[src/rtl/fnd_display_arbiter_pkg.sv]
// Shared definitions for the FND display arbiter: view/mode encodings,
// display value limit and the clamp helper used by the output mux.
package fnd_display_arbiter_pkg;

  // The state encoding doubles as the cur_mode output code.
  typedef enum logic [1:0] {
    MODE_TIME  = 2'b00,
    MODE_SW    = 2'b01,
    MODE_ALARM = 2'b10
  } mode_e;

  localparam int          DATA_W      = 14;
  localparam logic [13:0] FND_MAX_VAL = 14'd9999;

  // Saturate a 14-bit binary value to the 4-digit display range.
  function automatic logic [13:0] clamp_val(input logic [13:0] x);
    return (x > FND_MAX_VAL) ? FND_MAX_VAL : x;
  endfunction

endpackage

[src/rtl/fnd_display_arbiter_blink_timer.sv]
// Millisecond prescaler plus blink half-period counter. The prescaler runs
// freely from reset; clr restarts only the blink counter and phase so a new
// view always starts in its visible half.
module fnd_blink_timer #(
  parameter int CLK_HZ   = 100_000_000,
  parameter int BLINK_MS = 500
) (
  input  logic clk,
  input  logic reset,
  input  logic clr,
  output logic ms_tick,
  output logic blink_phase
);

  localparam int TICK_DIV = CLK_HZ / 1000;
  localparam int PW       = (TICK_DIV > 1) ? $clog2(TICK_DIV) : 1;
  localparam int BW       = (BLINK_MS > 1) ? $clog2(BLINK_MS) : 1;

  localparam logic [PW-1:0] PRESC_LAST = PW'(TICK_DIV - 1);
  localparam logic [BW-1:0] BLINK_LAST = BW'(BLINK_MS - 1);

  logic [PW-1:0] presc_q, presc_d;
  logic [BW-1:0] blink_cnt_q, blink_cnt_d;
  logic          phase_q, phase_d;

  assign ms_tick     = (presc_q == PRESC_LAST);
  assign blink_phase = phase_q;

  // Next-state for prescaler, blink counter and blink phase.
  always_comb begin
    // NOTE: every always_comb output gets a default first so no path leaves it unassigned (no latch).
    presc_d     = ms_tick ? '0 : presc_q + PW'(1);
    blink_cnt_d = blink_cnt_q;
    phase_d     = phase_q;
    if (clr) begin
      blink_cnt_d = '0;
      phase_d     = 1'b0;
    end else if (ms_tick) begin
      if (blink_cnt_q == BLINK_LAST) begin
        blink_cnt_d = '0;
        phase_d     = ~phase_q;
      end else begin
        blink_cnt_d = blink_cnt_q + BW'(1);
      end
    end
  end

  // Timer registers with synchronous active-low reset.
  always_ff @(posedge clk) begin
    // NOTE: non-blocking assignments keep every register sampling pre-edge values.
    if (!reset) begin
      presc_q     <= '0;
      blink_cnt_q <= '0;
      phase_q     <= 1'b0;
    end else begin
      presc_q     <= presc_d;
      blink_cnt_q <= blink_cnt_d;
      phase_q     <= phase_d;
    end
  end

endmodule

[src/rtl/fnd_display_arbiter.sv]
// Shares the 4-digit FND between the watch and stopwatch sources, overlays a
// timed alarm flash, clamps the selected value and registers display outputs.
module fnd_display_arbiter
  import fnd_display_arbiter_pkg::*;
#(
  parameter int CLK_HZ        = 100_000_000,
  parameter int BLINK_MS      = 500,
  parameter int ALARM_HOLD_MS = 3000
) (
  input  logic        clk,
  input  logic        reset,
  input  logic        mode_btn,
  input  logic [13:0] time_data,
  input  logic [13:0] sw_data,
  input  logic [3:0]  edit_mask,
  input  logic        alarm_req,
  input  logic        alarm_ack,
  output logic [13:0] disp_data,
  output logic [3:0]  digit_blank,
  output logic [1:0]  cur_mode,
  output logic        alarm_active
);

  localparam int HW = (ALARM_HOLD_MS > 1) ? $clog2(ALARM_HOLD_MS) : 1;
  localparam logic [HW-1:0] HOLD_LAST = HW'(ALARM_HOLD_MS - 1);

  mode_e         state_q, state_d;
  mode_e         ret_q, ret_d;
  logic [HW-1:0] hold_q, hold_d;
  logic          alarm_req_q;
  logic          alarm_rise;
  logic          ms_tick;
  logic          blink_phase;
  logic          blink_clr;

  logic [13:0]   disp_q, disp_d;
  logic [3:0]    blank_q, blank_d;
  logic [1:0]    mode_q, mode_d;
  logic          alarm_act_q, alarm_act_d;

  // Edge register is cleared by reset, so a request already high at release
  // is seen as a fresh rising edge.
  assign alarm_rise = alarm_req & ~alarm_req_q;
  assign blink_clr  = (state_d != state_q);

  fnd_blink_timer #(
    .CLK_HZ   (CLK_HZ),
    .BLINK_MS (BLINK_MS)
  ) u_blink (
    .clk         (clk),
    .reset       (reset),
    .clr         (blink_clr),
    .ms_tick     (ms_tick),
    .blink_phase (blink_phase)
  );

  // View FSM next-state: alarm edge beats mode_btn; ALARM ignores mode_btn
  // and further edges, and returns on ack or hold expiry.
  always_comb begin
    state_d = state_q;
    ret_d   = ret_q;
    hold_d  = hold_q;
    case (state_q)
      MODE_TIME, MODE_SW: begin
        if (alarm_rise) begin
          state_d = MODE_ALARM;
          ret_d   = state_q;
          hold_d  = '0;
        end else if (mode_btn) begin
          state_d = (state_q == MODE_TIME) ? MODE_SW : MODE_TIME;
        end
      end
      MODE_ALARM: begin
        if (alarm_ack) begin
          state_d = ret_q;
        end else if (ms_tick) begin
          if (hold_q == HOLD_LAST) state_d = ret_q;
          else                     hold_d  = hold_q + HW'(1);
        end
      end
      default: state_d = MODE_TIME;
    endcase
  end

  // Output mux: source select, clamp and blank mask from the current view.
  always_comb begin
    disp_d      = clamp_val(time_data);
    blank_d     = 4'b0000;
    mode_d      = state_q;
    alarm_act_d = (state_q == MODE_ALARM);
    case (state_q)
      MODE_TIME:  blank_d = edit_mask & {4{blink_phase}};
      MODE_SW:    disp_d  = clamp_val(sw_data);
      MODE_ALARM: blank_d = {4{blink_phase}};
      default:    ;
    endcase
  end

  // State, hold counter, edge register and registered display outputs.
  always_ff @(posedge clk) begin
    if (!reset) begin
      state_q     <= MODE_TIME;
      ret_q       <= MODE_TIME;
      hold_q      <= '0;
      alarm_req_q <= 1'b0;
      disp_q      <= '0;
      blank_q     <= '0;
      mode_q      <= MODE_TIME;
      alarm_act_q <= 1'b0;
    end else begin
      state_q     <= state_d;
      ret_q       <= ret_d;
      hold_q      <= hold_d;
      alarm_req_q <= alarm_req;
      disp_q      <= disp_d;
      blank_q     <= blank_d;
      mode_q      <= mode_d;
      alarm_act_q <= alarm_act_d;
    end
  end

  assign disp_data    = disp_q;
  assign digit_blank  = blank_q;
  assign cur_mode     = mode_q;
  assign alarm_active = alarm_act_q;

endmodule

[config.mk]
export PLATFORM = sky130hd
export DESIGN_NAME = fnd_display_arbiter
export DESIGN_NICKNAME = d
export VERILOG_FILES = /design/src/rtl/fnd_display_arbiter_pkg.sv /design/src/rtl/fnd_display_arbiter_blink_timer.sv /design/src/rtl/fnd_display_arbiter.sv
export SDC_FILE = /design/constraint.sdc
export NUM_CORES = 1
export LEC_CHECK = 0
export ABC_AREA = 0
export BUFFER_PORTS_ARGS = -buffer_cell sky130_fd_sc_hd__buf_4
export CAP_MARGIN = 0
export CORE_MARGIN = 2
export CORE_UTILIZATION = 30
export CTS_CLUSTER_SIZE = 28
export DETAILED_ROUTE_END_ITERATION = 10
export HOLD_SLACK_MARGIN = 0.08
export MAX_ROUTING_LAYER = met4
export PLACE_DENSITY_LB_ADDON = 0.05
export SYNTH_ARGS = -nofsm -noshare
export SYNTH_HDL_FRONTEND = slang
export SYNTH_SLANG_ARGS = --single-unit
[constraint.sdc]
create_clock -name clk -period 4.3 [get_ports clk]
set_input_delay 0.215 -clock clk [delete_from_list [all_inputs] [get_ports clk]]
set_output_delay 0.215 -clock clk [all_outputs]
set_load 0.005 [all_outputs]
# Word level (Yosys, flattened, before mapping)
# Index checks and enable logic that the tools add are counted.
# op_classes
shift	0
reduce_logical	8
add_sub_neg	3
n_div	0
muxes	17
n_mul	0
bitwise	5
order_cmp	2
n_eq_ne	10
# ops
operator	n
$mux W12	4
$mux W14	3
$gt A14 B14 Y1 const B	2
$pmux W12 S2	1
$add A17 B1 Y17 const B	1
$eq A17 B17 Y1 const B	1
$add A12 B1 Y12 const B	1
$eq A12 B12 Y1 const B	1
$mux W2	5
$add A9 B1 Y9 const B	1
$eq A9 B9 Y1 const B	1
$mux W9	1
$pmux W4 S2	1
$ne A2 B2 Y1 const B	3
$reduce_or A2 Y1	3
$reduce_and A5 Y1	1
$and A4 B4 Y4	1
$pmux W2 S2	1
$reduce_and A2 Y1	2
$not A1 Y1	3
$eq A2 B1 Y1 const B	1
$eq A2 B2 Y1 const B	1
$logic_not A2 Y1	1
$ne A2 B1 Y1 const B	1
other kinds (4)	4
# totals
memories	0
ramBits	0
latchBits	0
input_bits	37
rom_bits	0
regBits	65

# Logic depth before layout (Yosys ltp)
# Gate-level depths: netlist of run 1.
# depth
ltp_word	7
mapped_depth	9
depth_no_buf	6

# By module
# From an unflattened synthesis of run 1, not the netlist that was laid out.
# hier_totals
hier_cells	333
area_unflattened_um2	3001.6
# modules_own_cells
module	seq_area_each_um2	cells_each	area_each_um2	n_inst
fnd_display_arbiter	760.7	180	1645.3	1
fnd_blink_timer	540.5	153	1356.3	1

# Worst setup path before layout of run 1
# Ideal clock, no wire load.
# synth_timing
kind	register -> register
startpoint	register u_blink.presc_q[0]
endpoint	register hold_q[10]
t_required_ns	4.230
slack_ns	2.259
path_stages_with_launch	9
arrival_time_ns	1.971
path_cell_list	dfxtp_1 > ha_1 > and4_1 > and4_1 > buf_4 > o211ai_2 > buf_6 > or4_1 > a21oi_1
# synth_via
elab_chain_cells	3
# synth_rtl
item	line	rtl
from (decl)	fnd_display_arbiter_blink_timer.sv:22	logic [PW-1:0] presc_q, presc_d;
from (signal assigned)	fnd_display_arbiter_blink_timer.sv:56	presc_q <= presc_d;
$eq A17 B17 Y1	fnd_display_arbiter_blink_timer.sv:26	assign ms_tick = (presc_q == PRESC_LAST);
$ne A2 B1 Y1 (no source line)	--	
$reduce_and A5 Y1 (no source line)	--	
to (signal assigned)	fnd_display_arbiter.sv:113	hold_q <= hold_d;
to (decl)	fnd_display_arbiter.sv:29	logic [HW-1:0] hold_q, hold_d;
# No other way between the ends.
# A chain may end at the register's enable or synchronous reset.

# Worst setup path in the final report of run 1
# layout_timing
startpoint	register u_blink.presc_q[0]
endpoint	register hold_q[8]
# The elaborated chain is that of the path after synthesis.

==> summary.md, run 1 <==
| Metric | Value |
|---|---|
| Run status | `finished clean` |
| Layout area overhead | `26.30%` |
| Remaining global-route overflow | `0` |
| Number of synthesized flops with an enable pin | `0` |
| Placeable core region | `9328 um^2` |
| DPL Wire Length | `4889 um` |
| CTS root buffer | `clkbuf_8` |
| Final wirelength | `6834 um` |
| Total negative setup slack | `0 ns` |
| Transition time at the pin with the least slew margin | `0.7406 ns` |
| Post-Syn Instances | `318` |
| Hold WC Path Type | `in -> reg` |
| Final Hold Viols | `0` |
| Worst hold margin | `0.1340 ns` |
| Commonest register cell after synthesis | `dfxtp_1` |
| Clock Sinks | `65` |
| Max Slew Vio Count | `0` |
| Clock-pin slew on the worst setup and hold paths | `0.07 ns` |
| Setup repair after global routing missed its margin | `false` |
| Sequential share of power | `0.493` |
| Worst Setup Start Kind | `flop` |
| Logic gate share of total power | `0.095` |
| Detailed-route via count | `2506` |
| Clock Path Buffers | `2` |
| Worst supply voltage drop on vdd | `148.4 uV` |
| Start-to-end type of the worst setup path | `reg -> reg` |
| Number of global-route vias before repair | `2378` |
| I/O pin cnt | `58` |
| Overall routing resource usage | `0.1454` |
| Final-report setup violation count | `0` |
| Internal power | `964.3 uW` |
| Area share of the leading cell type in the synthesized netlist | `0.4491` |
| Number of search-and-repair iterations in the first detailed-routing pass | `4` |
| Die area | `10460 um^2` |
| Clock insertion delay at the later pin of the skew report | `0.34 ns` |
| Leakage power total | `1.383 nW` |
| Ratio of final minimum period to clock period | `0.5777` |
| Starting Density | `0.3107` |
| Share of layout cells above drive strength 1 | `0.2277` |
| 1st-iter DRT viols | `115` |
| Placement Rows | `35` |
| Slew HR | `0.5048` |
| Power consumption | `1.276 mW` |
| Count of different cell masters after synthesis | `44` |
| Syn nets | `358` |
| Total CTS buffers | `9` |
| Remaining routing DRC violations | `0` |
| Global-route wire length before repair | `11410 um` |
| Average footprint of a synthesized cell | `9.113 um^2` |
| Peak Freq | `0.4026 GHz` |
| Yosys reg bits | `65` |
| Inserted Diodes | `0` |
| Cell with the most instances after synthesis | `dfxtp_1` |
| Post-synthesis instance area | `2898 um^2` |
| Psw | `311.6 uW` |
| CP max FO | `21` |
| Routed wire length per instance | `13.37 um` |
| Clock Power Share | `0.412` |
| Worst-case clock skew | `0.009720 ns` |
| Fin crit period | `2.484 ns` |
| Worst path required time | `4.57 ns` |
| Max-cap violations | `0` |
| Height of the die | `102.3 um` |
| Post-synthesis async set-or-reset flop share | `0` |
| Antenna Violating Nets Remaining | `0` |
| Antenna violations before repair | `0` |
| Pin count of the biggest net entering global routing | `31` |
| Port Buf Inserts | `57` |
| Synth top cells by count | `dfxtp_1, nor2_1, nand2_1` |
| Vias/cell | `4.904` |
| Clock tree from TritonCTS | `built` |
| Ranking of synthesized cells by area | `dfxtp_1, xor2_1, nor2_1, nand2_1, a21oi_1` |
| Cell taking the most area after synthesis | `dfxtp_1` |
| Share of total power consumed by net switching | `0.2442` |
| Number of H-tree levels | `3` |
| Gp weighted congestion | `0.7548` |
| Power Dens Cells | `348.6 nW/um^2` |
| Category of the worst setup path capture point | `flop` |
| Net count of the finished layout | `417` |
| Total number of yosys warnings | `0` |
| Post-synthesis sequential area ratio | `0.4491` |
| Die width | `102.3 um` |
| Arrival time of the worst setup path | `2.75 ns` |
| Filler Cell Count | `990` |
| Reg2reg setup slack | `1.82 ns` |
-- path summary, 6_finish.rpt --
path,to,depth (start not counted),startpoint
min,disp_data[2],2,time_data[2]
min reg2reg,u_blink.presc_q[0],1,u_blink.presc_q[0]
max,hold_q[8],6,u_blink.presc_q[0]
max reg2reg,hold_q[8],6,u_blink.presc_q[0]
-- kinds of logic (layout without fill, tap and decap cells) --
logic type	count (synthesis)	count (layout)	share of synthesized area
xor+xnor	22	22	0.06649
buf+inv	15	79	0.02461
simple gates	152	152	0.2936
mux	2	2	0.01123
flops	65	65	0.4491
fa+ha+maj	3	3	0.01295
compound gates	59	59	0.1421
-- cell type report --
class                           count  area (um^2)  share of cell area
Inverter                            2        7.507            0.002051
Multi-Input combinational cell    238         1525              0.4168
Sequential cell                    65         1301              0.3556
Clock buffer                       11        141.4             0.03863
Tap cell                          129        161.4             0.04410
Timing Repair Buffer               61        467.9              0.1279
Clock inverter                      5        55.05             0.01504
-- per-stage QoR --
| stage | utilization | std cells | instance area (um^2) | worst slack (ns) |
|---|---|---|---|---|
| floorplan | - | 318 | 2898 | 2.259 |
| global placement | 0.3670 | 491 | 3423 | 1.885 |
| detailed placement | 0.3670 | 491 | 3423 | 1.825 |
| CTS | 0.3924 | 511 | 3660 | 1.808 |
| global route | 0.3924 | 511 | 3660 | 1.601 |
| finish | 0.3924 | 511 | 3660 | 1.816 |
-- power groups by stage --
stage                     clock, mW  combinational, mW  sequential (mW)
after floorplan                   0             0.0646            0.640
after global placement            0              0.122            0.643
after detailed placement          0              0.121            0.643
after CTS                     0.546              0.124            0.629
after global routing          0.575              0.135            0.632
final                         0.525              0.121            0.629
-- sequential cells by signal, summed over array words and instances, names as in the netlist --
register	count
u_blink.blink_phase	1
ret_q	2
alarm_active	1
disp_data	14
digit_blank	4
mode_d	2
u_blink.presc_q	17
cur_mode	2
u_blink.blink_cnt_q	9
alarm_req_q	1
hold_q	12
-- worst max-delay path, cell delays in order (launching register included) --
cell and delay, ns:
dfxtp_1 0.37, ha_1 0.21, and4_1 0.28, and4_1 0.43
o211ai_2 0.38, or4_1 0.60, a21oi_1 0.14
-- cell usage in the layout (no fill, tap or decap), types with 2 or more instances in the layout --
cell type and n:
clkinvlp_4 2, a22oi_1 4, or3_1 7, nand4_1 8, nor2b_1 9, a21oi_1 18
ha_1 3, nand3_1 17, clkbuf_8 10, o31ai_1 7, dfxtp_1 65, nor4_1 3
dlygate4sd3_1 4, nor3_1 6, nand2b_1 2, and3_1 7, inv_1 2, and4_1 6
buf_4 57, and2_1 7, o211a_1 2, nand4b_1 2, o21ai_0 9, clkinv_2 2
xor2_1 16, nand3b_1 6, or4_1 6, xnor2_1 6, nor2_1 31, and4bb_2 2
nand2_1 25, o221a_2 7, a21boi_0 7, or2_2 3, o211ai_1 2
-- timing repair --
item,4_1_cts,5_1_grt
resized for setup,0,0
endpoints found under the hold margin,4,0
endpoints found under the setup margin,0,0
setup buffers,0,0
hold buffers,4,0
-- routing by layer --
metal	share of wire	global-route usage	routed length, um
met1	0.50	0.1929	3413
met2	0.42	0.1999	2884
met3	0.062	0.04583	427
met4	0.016	0.06769	109
met5	0	-	0
No activity file was read; power rests on OpenSTA's default activity.
==> run 2: changes to the inputs <==
- clock period: 4.3 -> 2.1 ns (I/O delays scaled with it)
==> run 2 against run 1 <==
- clock skew grew 0.0060 ns
- clock power grew 110%
- global-route usage grew 0.99 points
- critical endpoint is now disp_data[1]
- combinational power grew to 2.8 times the previous value
- cell area grew 14%
- sequential share of layout area shrank 4.4 points
- total power grew 120%
- first-iteration DRC count shrank 11%
- via count grew 6.9%
- wire length grew 6.8%
- cell count grew 11%
- register-to-register slack lost 1.7 ns
==> summary.md, run 2 (same netlist as run 1, synthesis figures left out) <==
| Metric | Value |
|---|---|
| Net count of the finished layout | `471` |
| Detailed-route via count | `2678` |
| Die width | `102.3 um` |
| Number of search-and-repair iterations in the first detailed-routing pass | `4` |
| Inserted Diodes | `0` |
| Number of H-tree levels | `3` |
| Die area | `10460 um^2` |
| Worst r2r src | `u_blink.presc_q[1]` |
| Met3 demand-to-capacity share in global routing | `0.06156` |
| Pin count of the biggest net entering global routing | `31` |
| Overall routing resource usage | `0.1553` |
| Ratio of final minimum period to clock period | `0.9671` |
| Worst path required time | `2.32 ns` |
| Placed inst area | `3616 um^2` |
| Final core utilization | `0.4475` |
| Worst-case clock skew | `0.01570 ns` |
| Final-report setup violation count | `0` |
| Cells on Worst Hold Path | `2` |
| Share of layout cells above drive strength 1 | `0.2615` |
| Category of the worst setup path capture point | `flop` |
| Starting Density | `0.3107` |
| Number of global-route vias before repair | `2562` |
| Reg2reg setup slack | `0.12 ns` |
| R2r endpoint | `hold_q[5]` |
| Run status | `finished clean` |
| Clock-pin slew on the worst setup and hold paths | `0.07 ns` |
| Layout area overhead | `44.04%` |
| Clock Power Share | `0.409` |
| Clock Path Buffers | `2` |
| Start-to-end type of the worst setup path | `in -> reg` |
| Worst hold margin | `0.1778 ns` |
| Max-cap violations | `0` |
| I/O pin cnt | `58` |
| Antenna violations before repair | `0` |
| Routed wire length per instance | `12.91 um` |
| Placement Rows | `35` |
| Power consumption | `2.746 mW` |
| Total negative setup slack | `0 ns` |
| Gp weighted congestion | `0.7870` |
| Remaining routing DRC violations | `0` |
| Clock Sinks | `65` |
| Global-route wire length before repair | `12130 um` |
| CP max FO | `7` |
| Total CTS buffers | `9` |
| Slew HR | `0.6780` |
| Transition time at the pin with the least slew margin | `0.4765 ns` |
| DPL Wire Length | `5091 um` |
| Capture endpoint of the worst hold path | `mode_d[1]` |
| Flip-flop count of the largest register, all copies and words added | `17` |
| Final wirelength | `7296 um` |
| Peak Freq | `0.4924 GHz` |
| Remaining global-route overflow | `0` |
| Clock insertion delay at the later pin of the skew report | `0.35 ns` |
| Clock tree from TritonCTS | `built` |
| Worst supply voltage drop on vdd | `353.1 uV` |
| Met1 usage | `0.1961` |
| Reg2reg path depth | `7` |
| CTS root buffer | `clkbuf_8` |
| Final Hold Viols | `0` |
| Share of total power consumed by net switching | `0.2301` |
| Arrival time of the worst setup path | `2.26 ns` |
| Vias/cell | `4.740` |
| Power Dens Cells | `657.8 nW/um^2` |
| Sequential share of power | `0.467` |
| Port Buf Inserts | `57` |
| Max Slew Vio Count | `0` |
| Register with the highest flop count | `u_blink.presc_q` |
| Most common cell after layout, fill and taps aside | `buf_4` |
| Antenna Violating Nets Remaining | `0` |
| Setup repair after global routing missed its margin | `false` |
| Psw | `631.6 uW` |
| Routing layer with the top usage in global route | `met2` |
| Height of the die | `102.3 um` |
| Commonest cells after routing, fill and taps aside | `buf_4, dfxtp_1, dlygate4sd3_1` |
| Logic gate share of total power | `0.124` |
| Met2 usage | `0.2323` |
| 1st-iter DRT viols | `102` |
| Placeable core region | `9328 um^2` |
| Leakage power total | `1.655 nW` |
| Internal power | `2.114 mW` |
| Fin crit period | `2.031 ns` |
| Hold WC Path Type | `in -> reg` |
| Cell area after layout | `4174 um^2` |
| Hold path startpoint | `reset` |
| Worst Setup Start Kind | `input port` |
## run 2: metrics by stage
stage	cells	setup WS (ns)
final	565	0.06915
after global routing	565	0.002374
after CTS	565	0.04570
after detailed placement	515	0.09946
after global placement	515	0.1361
after floorplan	318	0.05890
## run 2: repair_timing
| item | CTS | global route |
|---|---|---|
| endpoints found under the setup margin | 0 | 17 |
| setup buffers | 0 | 0 |
| endpoints found under the hold margin | 19 | 0 |
| resized for setup | 0 | 6 |
| hold buffers | 34 | 0 |
## run 2: worst max path at each step
stage	from	end	slack [ns]
floorplan	u_blink.presc_q[0]	hold_q[10]	0.06
global placement	u_blink.presc_q[1]	hold_q[11]	0.14
detailed placement	u_blink.presc_q[1]	hold_q[11]	0.1
CTS	time_data[7]	disp_data[3]	0.05
global route	u_blink.presc_q[1]	hold_q[5]	0.002
finish	time_data[7]	disp_data[1]	0.07
## run 2: area by class of cell
cell class                 count  area, um^2
timing repair buffer         115       960.9
clock inverter                 2       35.03
inverter                       2       7.507
fill                         907        5154
clock buffer                  14       172.7
sequential                    65        1303
multi-input combinational    238        1534
tap                          129       161.4
## run 2: layer usage
layer  up-vias  share of wire
met1      1237           0.50
li1       1381              -
met3         2          0.055
met4         0         0.0038
met5         -              0
met2        58           0.44
## run 2: worst max-delay path, stage by stage
cell           delay, ns
dlygate4sd3_1       0.54
buf_4               0.14
nor4_1              0.31
o21ai_1             0.15
nand2_1             0.10
nand2_2             0.11
o221a_2             0.27
dlygate4sd3_1       0.54
## run 2: power by group through the flow
stage	Sequential, mW	Clock [mW]	Combinational [mW]
2_1_floorplan	1.31	0	0.132
5_1_grt	1.29	1.23	0.376
6_report	1.28	1.12	0.342
4_1_cts	1.28	1.17	0.342
3_3_place_gp	1.31	0	0.284
3_5_place_dp	1.31	0	0.282
==> run 3: changes to the inputs <==
--- a/config.mk
+++ b/config.mk
@@ -9,5 +9,5 @@
 export BUFFER_PORTS_ARGS = -buffer_cell sky130_fd_sc_hd__buf_4
 export CAP_MARGIN = 0
-export CORE_MARGIN = 2
+export CORE_MARGIN = 3
 export CORE_UTILIZATION = 30
 export CTS_CLUSTER_SIZE = 28
==> constraint.sdc (replaced) <==
create_clock -name clk -period 2.1 [get_ports clk]
set_input_delay 0.105 -clock clk [delete_from_list [all_inputs] [get_ports clk]]
set_output_delay 0.105 -clock clk [all_outputs]
set_load 0.01 [all_outputs]
==> run 3 against run 2 <==
- clock skew decreased by 0.0028 ns
- cell area grew 0.63%
- sequential cell count unchanged
- wire length up 0.48%
- sequential power barely moved
- global-route usage shrank 0.80 points
- non-clock buffer count decreased by 2
- via count rose by 0.15%
- cell count fell by 0.35%
- sequential share of layout area is 0.17 points lower
- total power increased by 3.7%
- core utilization grew 0.28 points
- critical endpoint is now hold_q[5]
- largest cell class unchanged
==> summary.md, run 3 (same netlist as run 1, synthesis figures left out) <==
| Metric | Value |
|---|---|
| Run status | `finished clean` |
| Transition time at the pin with the least slew margin | `0.4902 ns` |
| Category of the worst setup path capture point | `flop` |
| Pin count of the biggest net entering global routing | `31` |
| I/O pin cnt | `58` |
| Share of total power consumed by net switching | `0.2246` |
| CP max stage delay | `0.51 ns` |
| Psw | `639.1 uW` |
| Number of global-route vias before repair | `2687` |
| Count of buffering cells on the critical path with inverters included | `1` |
| Final cell count without fillers | `563` |
| Die area | `10870 um^2` |
| Net count of the finished layout | `469` |
| Commonest cells after routing, fill and taps aside | `buf_4, dfxtp_1, dlygate4sd3_1` |
| Power consumption | `2.846 mW` |
| Most common cell after layout, fill and taps aside | `buf_4` |
| Placement Rows | `35` |
| Sequential share of power | `0.451` |
| Remaining routing DRC violations | `0` |
| Final wirelength | `7331 um` |
| Vias/cell | `4.764` |
| Clock Sinks | `65` |
| CTS root buffer | `clkbuf_8` |
| Inserted Diodes | `0` |
| Number of H-tree levels | `3` |
| Power Dens Cells | `677.5 nW/um^2` |
| Hold WC Path Type | `in -> reg` |
| Starting Density | `0.3107` |
| Crit path max-delay family | `simple AND/OR/NAND/NOR gates` |
| Final core utilization | `0.4503` |
| Antenna Violating Nets Remaining | `0` |
| Worst-case clock skew | `0.01291 ns` |
| Clock Path Buffers | `2` |
| Library cell contributing the largest single delay on the critical path | `or4_4` |
| Port Buf Inserts | `57` |
| Height of the die | `104.3 um` |
| Peak Freq | `0.5017 GHz` |
| Layout area overhead | `44.95%` |
| Overall routing resource usage | `0.1473` |
| Fin crit period | `1.993 ns` |
| Filler Cell Count | `924` |
| DPL Wire Length | `5199 um` |
| Register with the highest flop count | `u_blink.presc_q` |
| Clock insertion delay at the later pin of the skew report | `0.34 ns` |
| Internal power | `2.207 mW` |
| Cell Chain, Critical Path | `ha_2 > and4_4 > and4_4 > o211ai_2 > buf_12 > or4_4 > a21oi_2` |
| Clock-pin slew on the worst setup and hold paths | `0.07 ns` |
| Ratio of final minimum period to clock period | `0.9492` |
| Antenna violations before repair | `0` |
| Share of layout cells above drive strength 1 | `0.2788` |
| Slew HR | `0.6724` |
| Final-report setup violation count | `0` |
| Top cell by count, worst path | `and4_4` |
| Worst supply voltage drop on vdd | `313.9 uV` |
| Max-cap violations | `0` |
| Max Slew Vio Count | `0` |
| CP max FO | `21` |
| Total CTS buffers | `9` |
| Final Hold Viols | `0` |
| Remaining global-route overflow | `0` |
| Routed wire length per instance | `13.02 um` |
| Start-to-end type of the worst setup path | `reg -> reg` |
| Cell Count Post-Placement | `514` |
| Clock tree from TritonCTS | `built` |
| Worst path required time | `2.36 ns` |
| Detailed-route via count | `2682` |
| Logic gate share of total power | `0.125` |
| Arrival time of the worst setup path | `2.26 ns` |
| 1st-iter DRT viols | `73` |
| Clock Power Share | `0.425` |
| Post-CTS setup buffers | `0` |
| Die width | `104.3 um` |
| Worst Setup Start Kind | `flop` |
| Number of search-and-repair iterations in the first detailed-routing pass | `4` |
| Flip-flop count of the largest register, all copies and words added | `17` |
| Placeable core region | `9328 um^2` |
| Global-route wire length before repair | `12830 um` |
| Gp weighted congestion | `0.7547` |
| Leakage power total | `1.655 nW` |
-- run 3: cell types whose count changed in the layout (fill, tap and decap cells not counted), sizes merged --
| cell | change |
|---|---|
| buf | -1 |
| clkinv | -1 |
| dlygate4sd3 | -1 |
| bufinv | +1 |
-- run 3: metrics by stage --
| stage | worst slack (ns) | area [um^2] | hold WS, ns | TNS [ns] |
|---|---|---|---|---|
| 6_report | 0.1067 | 4200 | 0.1805 | 0 |
| 4_1_cts | 0.02443 | 4161 | 0.1703 | 0 |
| 3_3_place_gp | 0.1204 | 3608 | 0.3110 | 0 |
| 2_1_floorplan | 0.05890 | 2898 | 0.2208 | 0 |
| 3_5_place_dp | 0.07660 | 3608 | 0.3173 | 0 |
| 5_1_grt | -0.0007718 | 4200 | 0.1883 | -0.0007718 |
-- run 3: layout make-up --
cell class,instances,area [um^2],share of cell area
clock buffer,14,162.7,0.03873
clock inverter,2,60.06,0.01430
inverter,2,7.507,0.001787
multi-input combinational,238,1562,0.3718
sequential,65,1304,0.3104
tap,129,161.4,0.03843
timing repair buffer,113,943.4,0.2246
-- run 3: path summary, 6_finish.rpt --
kind                            from  depth (start not counted)   endpoint  slack (ns)
setup reg to reg  u_blink.presc_q[1]                          7  hold_q[5]        0.11
hold reg to reg            hold_q[9]                          2  hold_q[9]        0.48
setup / recovery  u_blink.presc_q[1]                          7  hold_q[5]        0.11
hold / removal                 reset                          2  hold_q[1]        0.18
-- run 3: metal layers --
layer,share of wire,vias up,global-route usage
li1,-,1380,-
met1,0.50,1236,0.1971
met2,0.43,54,0.2131
met3,0.042,12,0.03414
met4,0.019,0,0.06078
met5,0,-,-
-- run 3: repair_timing --
action	CTS	global route
endpoints found under the hold margin	19	0
setup endpoints to repair	0	17
hold buffers	33	0
gates resized for setup	0	15
-- run 3: power groups by stage --
| stage | combinational (mW) | clock [mW] | sequential, mW |
|---|---|---|---|
| after floorplan | 0.132 | 0 | 1.32 |
| after global placement | 0.294 | 0 | 1.31 |
| after detailed placement | 0.293 | 0 | 1.31 |
| after CTS | 0.352 | 1.25 | 1.28 |
| after global routing | 0.395 | 1.30 | 1.29 |
| final | 0.355 | 1.21 | 1.28 |
